File: config.mk
export PLATFORM = sky130hd
export DESIGN_NAME = spi_master_parallel
export DESIGN_NICKNAME = d
export VERILOG_FILES = /design/src/rtl/spi_master_parallel.sv
export SDC_FILE = /design/constraint.sdc
export NUM_CORES = 1
export LEC_CHECK = 0
export CORE_MARGIN = 3
export CORE_UTILIZATION = 40
export DETAILED_ROUTE_END_ITERATION = 10
export HOLD_SLACK_MARGIN = 0.02
export PLACE_DENSITY = 0.82
export SETUP_SLACK_MARGIN = 0.15
export SYNTH_ARGS = -nofsm -noshare
export SYNTH_HDL_FRONTEND = slang
export SYNTH_SLANG_ARGS = --single-unit
File: constraint.sdc
create_clock -name i_clk -period 1.8 [get_ports i_clk]
set_input_delay 0.18 -clock i_clk [delete_from_list [all_inputs] [get_ports i_clk]]
set_output_delay 0.18 -clock i_clk [all_outputs]
set_load 0.02 [all_outputs]
File: src/rtl/spi_master_parallel.sv
// rtl/spi_master_parallel.sv - parallel-word SPI-style master with burst, stall and abort handling
module spi_master_parallel #(
    parameter int NB_BITS = 32,
    parameter int NB_CS   = 4,
    parameter int CLK_DIV = 4,
    parameter int NB_LEN  = 6
) (
    input  logic                     i_clk,
    input  logic                     i_rst,
    input  logic                     i_start,
    input  logic [$clog2(NB_CS)-1:0] i_cs_sel,
    input  logic [NB_LEN-1:0]        i_len,
    input  logic                     i_abort,
    input  logic [NB_BITS-1:0]       i_tx_data,
    input  logic                     i_tx_valid,
    output logic                     o_tx_ready,
    output logic [NB_BITS-1:0]       o_rx_data,
    output logic                     o_rx_valid,
    output logic                     o_busy,
    output logic                     o_done,
    output logic [NB_BITS-1:0]       o_MOSI,
    output logic                     o_SCLK,
    output logic [NB_CS-1:0]         o_cs,
    input  logic [NB_BITS-1:0]       i_MISO
);

    localparam int SEL_W = $clog2(NB_CS);
    localparam int DIV_W = (CLK_DIV > 1) ? $clog2(CLK_DIV) : 1;
    localparam logic [DIV_W-1:0] DIV_LAST = DIV_W'(CLK_DIV - 1);

    typedef enum logic [2:0] {
        ST_IDLE,
        ST_LOAD,
        ST_SETUP,
        ST_HIGH,
        ST_TAIL
    } state_t;

    state_t            state;
    state_t            state_nxt;
    logic [DIV_W-1:0]  div_cnt;
    logic [NB_LEN-1:0] rem_cnt;
    logic [SEL_W-1:0]  sel_q;
    logic              div_last;
    logic              tx_hs;
    logic              capture;
    logic              tail_exit;
    logic              tail_exit_q;

    assign div_last  = (div_cnt == DIV_LAST);
    assign tx_hs     = (state == ST_LOAD) && i_tx_valid;
    assign capture   = (state == ST_HIGH) && div_last;
    assign tail_exit = (state == ST_TAIL) && div_last;

    assign o_busy     = (state != ST_IDLE);
    assign o_tx_ready = (state == ST_LOAD);
    assign o_SCLK     = (state == ST_HIGH);

    // State register; reset lands in IDLE so CS and SCLK drop without a clock edge
    always_ff @(posedge i_clk or negedge i_rst) begin
        if (!i_rst) begin
            state <= ST_IDLE;
        end else begin
            state <= state_nxt;
        end
    end

    // Next-state logic; abort wins everywhere except the capture cycle, where the word completes
    always_comb begin
        state_nxt = state;
        case (state)
            ST_IDLE: begin
                if (i_start) state_nxt = ST_LOAD;
            end
            ST_LOAD: begin
                if (i_abort)         state_nxt = ST_TAIL;
                else if (i_tx_valid) state_nxt = ST_SETUP;
            end
            ST_SETUP: begin
                if (i_abort)       state_nxt = ST_TAIL;
                else if (div_last) state_nxt = ST_HIGH;
            end
            ST_HIGH: begin
                if (div_last) begin
                    if (i_abort || (rem_cnt == NB_LEN'(1))) state_nxt = ST_TAIL;
                    else                                     state_nxt = ST_LOAD;
                end else if (i_abort) begin
                    state_nxt = ST_TAIL;
                end
            end
            ST_TAIL: begin
                if (div_last) state_nxt = ST_IDLE;
            end
            default: state_nxt = ST_IDLE;
        endcase
    end

    // Half-period timer: restarts on every state change, counts only in timed states
    always_ff @(posedge i_clk or negedge i_rst) begin
        if (!i_rst) begin
            div_cnt <= '0;
        end else if (state_nxt != state) begin
            div_cnt <= '0;
        end else if ((state == ST_SETUP) || (state == ST_HIGH) || (state == ST_TAIL)) begin
            div_cnt <= div_cnt + DIV_W'(1);
        end else begin
            div_cnt <= '0;
        end
    end

    // Burst bookkeeping, data path and pulses; o_done follows the CS release by one cycle
    always_ff @(posedge i_clk or negedge i_rst) begin
        if (!i_rst) begin
            sel_q       <= '0;
            rem_cnt     <= '0;
            o_MOSI      <= '0;
            o_rx_data   <= '0;
            o_rx_valid  <= 1'b0;
            tail_exit_q <= 1'b0;
            o_done      <= 1'b0;
        end else begin
            o_rx_valid  <= capture;
            tail_exit_q <= tail_exit;
            o_done      <= tail_exit_q;
            if ((state == ST_IDLE) && i_start) begin
                sel_q   <= i_cs_sel;
                rem_cnt <= (i_len == '0) ? NB_LEN'(1) : i_len;
            end
            if (tx_hs) begin
                o_MOSI <= i_tx_data;
            end else if (tail_exit) begin
                o_MOSI <= '0;
            end
            if (capture) begin
                o_rx_data <= i_MISO;
                rem_cnt   <= rem_cnt - NB_LEN'(1);
            end
        end
    end

    // Chip-select decode: the latched slave is low for the whole burst including TAIL
    always_comb begin
        o_cs = '1;
        if (state != ST_IDLE) o_cs[sel_q] = 1'b0;
    end

endmodule

==> out/summary.md, run 1 <==
After global routing the overflow that remains totals 0. Dividing the detail-routed via count by the number of cells gives 4.87. By area the synthesized netlist is led by sky130_fd_sc_hd__dfrtp_1, sky130_fd_sc_hd__nand2_1, sky130_fd_sc_hd__a22o_1. Counting every instance in the synthesized netlist gives 309.

The share of the Yosys chip area taken by registers is 61.9%. For this configuration, the core starts out at a cell density of 41.6%. The logs give 625 for the layout filler cell count and 0.34 ns for the clock insertion delay at the later pin of the skew report. Entering global routing, the biggest net connects 51 pins. The run gives 66.3% as the utilization of the core after routing.

The total CTS buffers came out at 9. In this run the critical register-to-register path is captured at rem_cnt[5]. Setup violations remaining at the end of the flow were counted as 0. The count of nets left with antenna violations once routing finished came out at 0. The tools report the die footprint as 9200 µm².

Of the total synthesized cell area, the portion taken by XOR and XNOR cells is 0%. The tools report the endpoint required time on the critical path as 1.62 ns. Relative to the synthesized area, the layout overhead comes to 59.2%. The final cell count without fillers came out at 573. The signal on the critical path passes through or2b_4 -> nor2_1 -> clkdlybuf4s15_2. The sum of net half-perimeters after detailed placement was 6130 µm; the final count of hold timing violations was 0. The multiplexer share of the synthesized area came out at 0%. The clock-pin slew on the worst setup and hold paths is 0.08 ns, and the total of max-cap violations is 0. Including well taps, the total number of placed cells is 552. The area fraction in and, or, nand and nor cells after synthesis was 20.5%; the largest stage delay on the critical path was 0.41 ns. The tools report the initial antenna violation count as 0. At the end of the flow, the number of nets in the layout was 546. The critical path's slowest cell was sky130_fd_sc_hd__dfrtp_1.

After detailed placement, the total cell area comes to 4860 µm². Routability-driven placement finished with a final weighted congestion of 0.863. The chip height came out at 95.9 µm. The tools report the number of distinct library cells after synthesis as 37. Setup repair after global routing could not meet its margin everywhere. The category of the worst setup path capture point is an output port.

The compound-gate portion of the synthesized area was 12.5%; the path depth of the worst reg2reg path was 6. Combinational family with the most area after synthesis: simple AND/OR/NAND/NOR gates. The synthesized area was 3230 µm²; the register-to-register setup slack was 0.22 ns. The slew of the pin with the lowest slew margin is 0.413 ns, and the leakage power summed over all cells is 2.31 nW. TritonCTS built the clock tree. The fraction of final layout cells sized beyond drive strength 1 was 10.4%. The number of antenna diodes in the final layout is 0. The portion of the clock cycle consumed by the worst path in the final layout works out to 88.7%.

The library cell with the highest instance count after synthesis is sky130_fd_sc_hd__nand2_1. The clock tree synthesis step divided the H-tree into 3 levels. 150 I/O pins were placed. The logs give 627 MHz for the maximum achievable frequency and 0 for the synthesis warning total. The path class of the lowest-slack min-delay path is primary input to asynchronous set/reset pin.

Input and output buffers added on the ports amount to 149. The via count of the routed design is 2792, and the synthesized area per cell is 10.5 µm². The worst pin sits at a relative slew slack of 72.1%. In this run the worst path has a maximum fanout of 5. The number of global-route vias before repair is 2788. For the final database, setup skew stands at 0.0127 ns. The worst setup path is of the flip-flop to output port kind. In the final layout, the multi-input gates occupy 1140 µm².

The flow ran to the end, and the final reports show no timing, DRC or antenna violations. The post-synthesis share of cell area spent on full adders, half adders and majority gates came out at 1.16%. Ranked by instance count, the synthesized netlist is headed by sky130_fd_sc_hd__nand2_1, sky130_fd_sc_hd__dfrtp_1, sky130_fd_sc_hd__a22o_1. The number of DRC violations after detailed routing came out at 0. In the final routed layout, each cell accounts on average for 14.9 µm. Async set-or-reset flop fraction in the synthesized netlist: 100%.

Counting flops and latches in the post-synthesis netlist gives 80. The tree is rooted in a sky130_fd_sc_hd__clkbuf_8. The dominant synthesized flop cell is sky130_fd_sc_hd__dfrtp_1.

VDD sags by at most 0.000436 V. The tools report the total area of sequential cells as 2000 µm². The standard cell core area is 7770 µm², and the time the final worst path needs with I/O delays and setup is 1.60 ns. The kind of cell adding the most delay to the critical path is flip-flops. Clock tree synthesis found a total of 80 sinks. Summed over its instances, the top area cell type makes up 61.9% of the synthesized netlist area.

The run gives 32 as the standard-cell row count. The run gives 91 as the number of DRC violations after detailed-routing iteration 0. At the worst endpoint, the arrival time is 1.42 ns. Adding up every negative setup slack in the final design gives 0 ns.

For this design the ratio of total power to cell area is 1320 nW/µm². In this run the horizontal extent of the chip is 95.9 µm. The first detailed-routing pass ran for 4 iterations. For the global-route wire length before repair, the log shows 13400 µm. Critical path startpoint category: a flip-flop. The longest clock path from root to sink contains 2 buffers.

Cell type contributing the most total cell area after synthesis: sky130_fd_sc_hd__dfrtp_1. After routing the design area is 5150 µm². The number of enable-type register cells in the synthesized netlist was 0; the total wirelength of the detailed-routed design was 8540 µm. The total routing usage reported by global routing was 18.8%; the buffer and inverter count on the worst path was 1. Counting every net in the synthesized netlist gives 389. In this run the critical register-to-register path is launched from state[0]. For the number of pins exceeding their max-slew limit in the final report, the log shows 0.
[cell type report]
class | count | share of cell area, %
multi-input cells | 203 | 22.1
clock inverters | 6 | 2.09
well taps | 102 | 2.48
repair buffers | 164 | 31.3
clock buffers | 10 | 2.48
inverters | 8 | 0.583
flip-flops and latches | 80 | 38.9
[placed cells by master, fill, tap and decap left out, types with 2 or more instances in the layout]
cell type,instances
sky130_fd_sc_hd__buf_12,3
sky130_fd_sc_hd__o22ai_1,2
sky130_fd_sc_hd__buf_4,12
sky130_fd_sc_hd__a21oi_1,4
sky130_fd_sc_hd__a22o_1,32
sky130_fd_sc_hd__dfrtp_1,79
sky130_fd_sc_hd__or3_1,2
sky130_fd_sc_hd__nand2_1,114
sky130_fd_sc_hd__clkinv_2,2
sky130_fd_sc_hd__clkdlybuf4s50_1,141
sky130_fd_sc_hd__o211ai_1,3
sky130_fd_sc_hd__nor2_1,9
sky130_fd_sc_hd__buf_2,5
sky130_fd_sc_hd__nor3_1,6
sky130_fd_sc_hd__bufinv_16,3
sky130_fd_sc_hd__ha_1,2
sky130_fd_sc_hd__or4b_4,2
sky130_fd_sc_hd__nand3_1,5
sky130_fd_sc_hd__clkbuf_8,9
sky130_fd_sc_hd__inv_1,7
sky130_fd_sc_hd__o221ai_1,2
[power by group]
part / switching (mW) / internal (mW) / leakage [nW]
clock: 0.624 / 0.917 / 0.116
sequential: 0.294 / 2.25 / 0.886
combinational: 1.31 / 1.37 / 1.30
[metrics by stage]
| stage | hold WS (ns) | setup WS, ns | power [mW] |
|---|---|---|---|
| 6_report | 0.314 | 0.204 | 6.77 |
| 2_1_floorplan | -0.116 | 0.246 | 3.97 |
| 5_1_grt | 0.338 | 0.136 | 7.17 |
| 3_3_place_gp | 0.140 | 0.0777 | 5.15 |
| 4_1_cts | 0.313 | 0.0892 | 6.84 |
| 3_5_place_dp | 0.147 | 0.0538 | 5.23 |
[how the worst max path moves through the flow]
stage / from / to / depth (start not counted)
after floorplan: div_cnt[0] / rem_cnt[4] / 5
after global placement: i_start / rem_cnt[2] / 5
after detailed placement: i_start / rem_cnt[2] / 5
after CTS: state[2] / o_cs[0] / 4
after global routing: state[0] / rem_cnt[5] / 6
final: state[2] / o_SCLK / 3
[flip-flops by register name (all words and copies together) (netlist names)]
| register | cells |
|---|---|
| o_MOSI | 32 |
| o_rx_data | 32 |
| rem_cnt | 6 |
| state | 3 |
| div_cnt | 2 |
| sel_q | 2 |
| o_done | 1 |
| o_rx_valid | 1 |
| tail_exit_q | 1 |
[layer usage]
metal / up-vias / share of wire [%] / global-route usage [%]
li1: 1353 / - / -
met1: 1309 / 44 / 24.5
met2: 120 / 45 / 29.1
met3: 10 / 10 / 6.25
met4: 0 / 1.3 / 6.99
met5: - / 0 / 0
[kinds of logic after synthesis]
logic type      count (synthesis)
flops                          80
compound gates                 50
fa+ha+maj                       3
simple gates                  150
buf+inv                        26
[timing repair]
action                                 in CTS  in global routing
buffers inserted                            4                  0
setup endpoints to repair                   9                 11
resized for setup                          26                  8
hold buffers                                1                  0
endpoints found under the hold margin      30                  0
pin swaps                                   0                  1
[worst reg2reg max path: stages (launching register included)]
cell and delay [ns]:
sky130_fd_sc_hd__dfrtp_2 0.39, sky130_fd_sc_hd__buf_4 0.12, sky130_fd_sc_hd__buf_4 0.12, sky130_fd_sc_hd__nand4b_4 0.13, sky130_fd_sc_hd__or4_4 0.50, sky130_fd_sc_hd__nand3_1 0.10
sky130_fd_sc_hd__o211ai_1 0.10
Note: power is estimated with default switching activity, not from simulation.
==> run 2, diff against run 1 <==
Settings changed: CORE_ASPECT_RATIO set to 1.5, CTS_CLUSTER_SIZE set to 16.
==> run 2 against run 1 <==
Effect of this change:
- utilization up 1.1 points
- critical path type is now flip-flop to flip-flop
- design area grew 1.6%
- via count grew 1.3%
- setup slack got worse by 0.036 ns
- register-to-register slack got worse by 0.05 ns
- sequential share of layout area is 0.61 points lower
- sequential power hardly changed
- first-iteration DRC count grew 130%
- global-route usage up 0.23 points
- die area up 0.24%
- critical endpoint is now rem_cnt[4]
- non-clock buffer count increased by 1
==> out/summary.md, run 2 (synthesis results as in run 1) <==
The maximum resistive drop on vdd was 0.000797 V (+83%). STA classifies the critical path startpoint as a flip-flop. For the sum of net half-perimeters after detailed placement, the log shows 6210 µm (+1.4%). The tightest slew margin relative to the limit came out at 67.0% (-5.1 points).

The sum of negative setup slack came out at 0 ns (unchanged). The run gives 3 (unchanged) as the number of H-tree levels. The fraction of final layout cells sized beyond drive strength 1 was 10.8% (+0.40 points). The tools report the beginning of the worst hold path as tail_exit_q.

The layout-stage area growth over the synthesis result is 61.8%. Number of DRC violations after detailed-routing iteration 0: 205 (+130%). The time the final worst path needs with I/O delays and setup was 1.63 ns (+0.0363 ns). The worst register-to-register path begins at state[2]. The run gives 0.33 ns (about the same) as the clock insertion delay at the later pin of the skew report. Via count of the routed design: 2828 (+1.3%). In the layout the commonest cells are sky130_fd_sc_hd__clkdlybuf4s50_1, sky130_fd_sc_hd__nand2_1, sky130_fd_sc_hd__dfrtp_1. The largest clock skew in the final design was 0.00453 ns (-0.00817 ns); the die footprint was 9220 µm² (+0.24%). The run gives 0 (unchanged) as the post-route antenna net violation count. The number of DRC violations after detailed routing was 0 (unchanged); the total wirelength of the detailed-routed design was 8650 µm (+1.3%). Maximum number of pins on one net before global-route repair: 44 (-14%).

TritonCTS built the clock tree. The endpoint required time on the critical path came out at 2.01 ns (+0.39 ns). The total CTS buffers came out at 9 (unchanged). The run gives 19.0% (+0.23 points) as the total routing usage reported by global routing. The per-cell routed wire length was 15.1 µm (+1.1%).

The clock-pin slew on the worst setup and hold paths is 0.06 ns (-0.02 ns), and the final instance area is 5230 µm² (+1.6%). Along the worst hold path, the cell count comes to 0. The global-route wire length before repair is 13500 µm (+0.88%).

In this run the worst hold path is classified as flip-flop to flip-flop. The tools report the end of the worst hold path as o_done. The chip height was 116 µm (+21%); the maximum fanout along the worst path was 6 (+1). By startpoint and endpoint, the worst setup path is classified as flip-flop to flip-flop. The root buffer selected by CTS was sky130_fd_sc_hd__clkbuf_16. The global route total overflow is 0 (unchanged), and the path depth of the worst reg2reg path is 5 (-1). The portion of the clock cycle consumed by the worst path in the final layout works out to 90.7% (+2.0 points). The maximum achievable frequency was 613 MHz (-2.2%); the slew of the pin with the lowest slew margin was 0.495 ns (+0.0822 ns). The number of pins exceeding their max-slew limit in the final report came out at 0 (unchanged). The standard-cell row count was 39 (+22%); the power density relative to cell area was 1370 nW/µm² (+4.0%). The number of clock sinks came out at 80 (unchanged). In this run the critical register-to-register path is captured at rem_cnt[4]. For the number of top-level pins, the log shows 150 (unchanged).

The final weighted congestion in routability-driven placement was 0.719 (-17%). For the number of buffers between clock root and the deepest sink, the log shows 2 (unchanged). The final net count is 547 (+0.18%), and the number of buffer cells added on primary ports is 149 (unchanged). For the final setup violation count, the log shows 0 (unchanged).

The x dimension of the die works out to 79.4 µm (-17%). The library cell used most frequently in the layout, excluding fill and tap cells, is sky130_fd_sc_hd__clkdlybuf4s50_1. The number of global-route vias before repair was 2870 (+2.9%). The run finished with clean final reports. The standard cell core area is 7760 µm² (-0.11%), and the leakage power summed over all cells is 2.36 nW (+2.2%). The tools report the initial core utilization as 41.7% (+0.047 points). The count of antenna diodes in the layout is 0 (unchanged), and the data arrival time at the worst-slack endpoint is 1.84 ns (+0.42 ns). The largest registers in the layout are o_MOSI x32, o_rx_data x32, rem_cnt x6. The category of the worst setup path capture point is a flip-flop.

The run gives 67.4% (+1.1 points) as the utilization of the core after routing. First-pass iteration count of the detailed router: 4 (unchanged). The initial antenna violation count came out at 0 (unchanged).

The total of max-cap violations was 0 (unchanged). Setup repair after global routing could not meet its margin everywhere. The cell area after placement is 4870 µm² (about the same), and the final count of hold timing violations is 0 (unchanged). The average vias per placed instance is 4.93 (+1.1%). The run gives 0.17 ns (-0.05 ns) as the register-to-register setup slack.
## run 2: cell count changes in the layout (fill, tap and decap cells not counted), moves of 2 or more
| cell | before | now |
|---|---|---|
| sky130_fd_sc_hd__buf_6 | 0 | 2 |
| sky130_fd_sc_hd__bufinv_16 | 3 | 1 |
| sky130_fd_sc_hd__clkbuf_8 | 9 | 4 |
| sky130_fd_sc_hd__clkbuf_16 | 0 | 9 |
## run 2: how the worst max path moves through the flow
| stage | start | endpoint | slack, ns | depth (start not counted) |
|---|---|---|---|---|
| final | state[2] | rem_cnt[4] | 0.17 | 5 |
| after global routing | state[2] | rem_cnt[3] | 0.12 | 6 |
| after CTS | state[0] | o_cs[3] | 0.12 | 5 |
| after detailed placement | i_start | rem_cnt[0] | 0.06 | 4 |
| after global placement | i_start | rem_cnt[2] | 0.08 | 5 |
| after floorplan | div_cnt[0] | rem_cnt[4] | 0.25 | 5 |
## run 2: critical path, stage by stage (launching register included)
cell,delay (ns)
sky130_fd_sc_hd__dfrtp_2,0.42
sky130_fd_sc_hd__buf_4,0.16
sky130_fd_sc_hd__nand4b_4,0.20
sky130_fd_sc_hd__or4b_4,0.54
sky130_fd_sc_hd__nand3_1,0.09
sky130_fd_sc_hd__o211ai_1,0.09
## run 2: final cells by class
cell class,instances,area (µm²)
fill,600,2530
timing repair buffer,165,1610
multi-input combinational,203,1140
clock inverter,2,35.0
clock buffer,14,284
tap,102,128
inverter,8,30.0
sequential,80,2000
## run 2: repair_timing
action,in CTS,in global routing
pin swaps,0,1
buffers inserted,1,2
endpoints found under the setup margin,12,38
gates resized for setup,21,15
endpoints found under the hold margin,37,0
hold buffers,1,0
## run 2: where the power goes
group / switching [mW] / leakage, nW / total, mW / internal (mW)
Combinational: 1.31 / 1.31 / 2.70 / 1.38
Clock: 0.664 / 0.159 / 1.89 / 1.22
Sequential: 0.313 / 0.886 / 2.57 / 2.26
Total: 2.29 / 2.36 / 7.16 / 4.87
## run 2: metal layers
metal	wire length, µm	up-vias	share of wire (%)	track usage, %
met4	162	0	1.9	9.29
met3	542	10	6.3	4.40
met5	0	-	0	0
li1	-	1363	-	-
met1	3570	1341	41	22.2
met2	4370	114	51	32.8
## run 2: metrics by stage
stage	setup slack, ns	power, mW	std cells	hold WS, ns
6_report	0.168	7.16	574	0.351
5_1_grt	0.116	7.53	574	0.366
4_1_cts	0.117	7.15	572	0.354
3_5_place_dp	0.0625	5.22	554	0.177
3_3_place_gp	0.0843	5.14	554	0.163
2_1_floorplan	0.246	3.97	309	-0.116
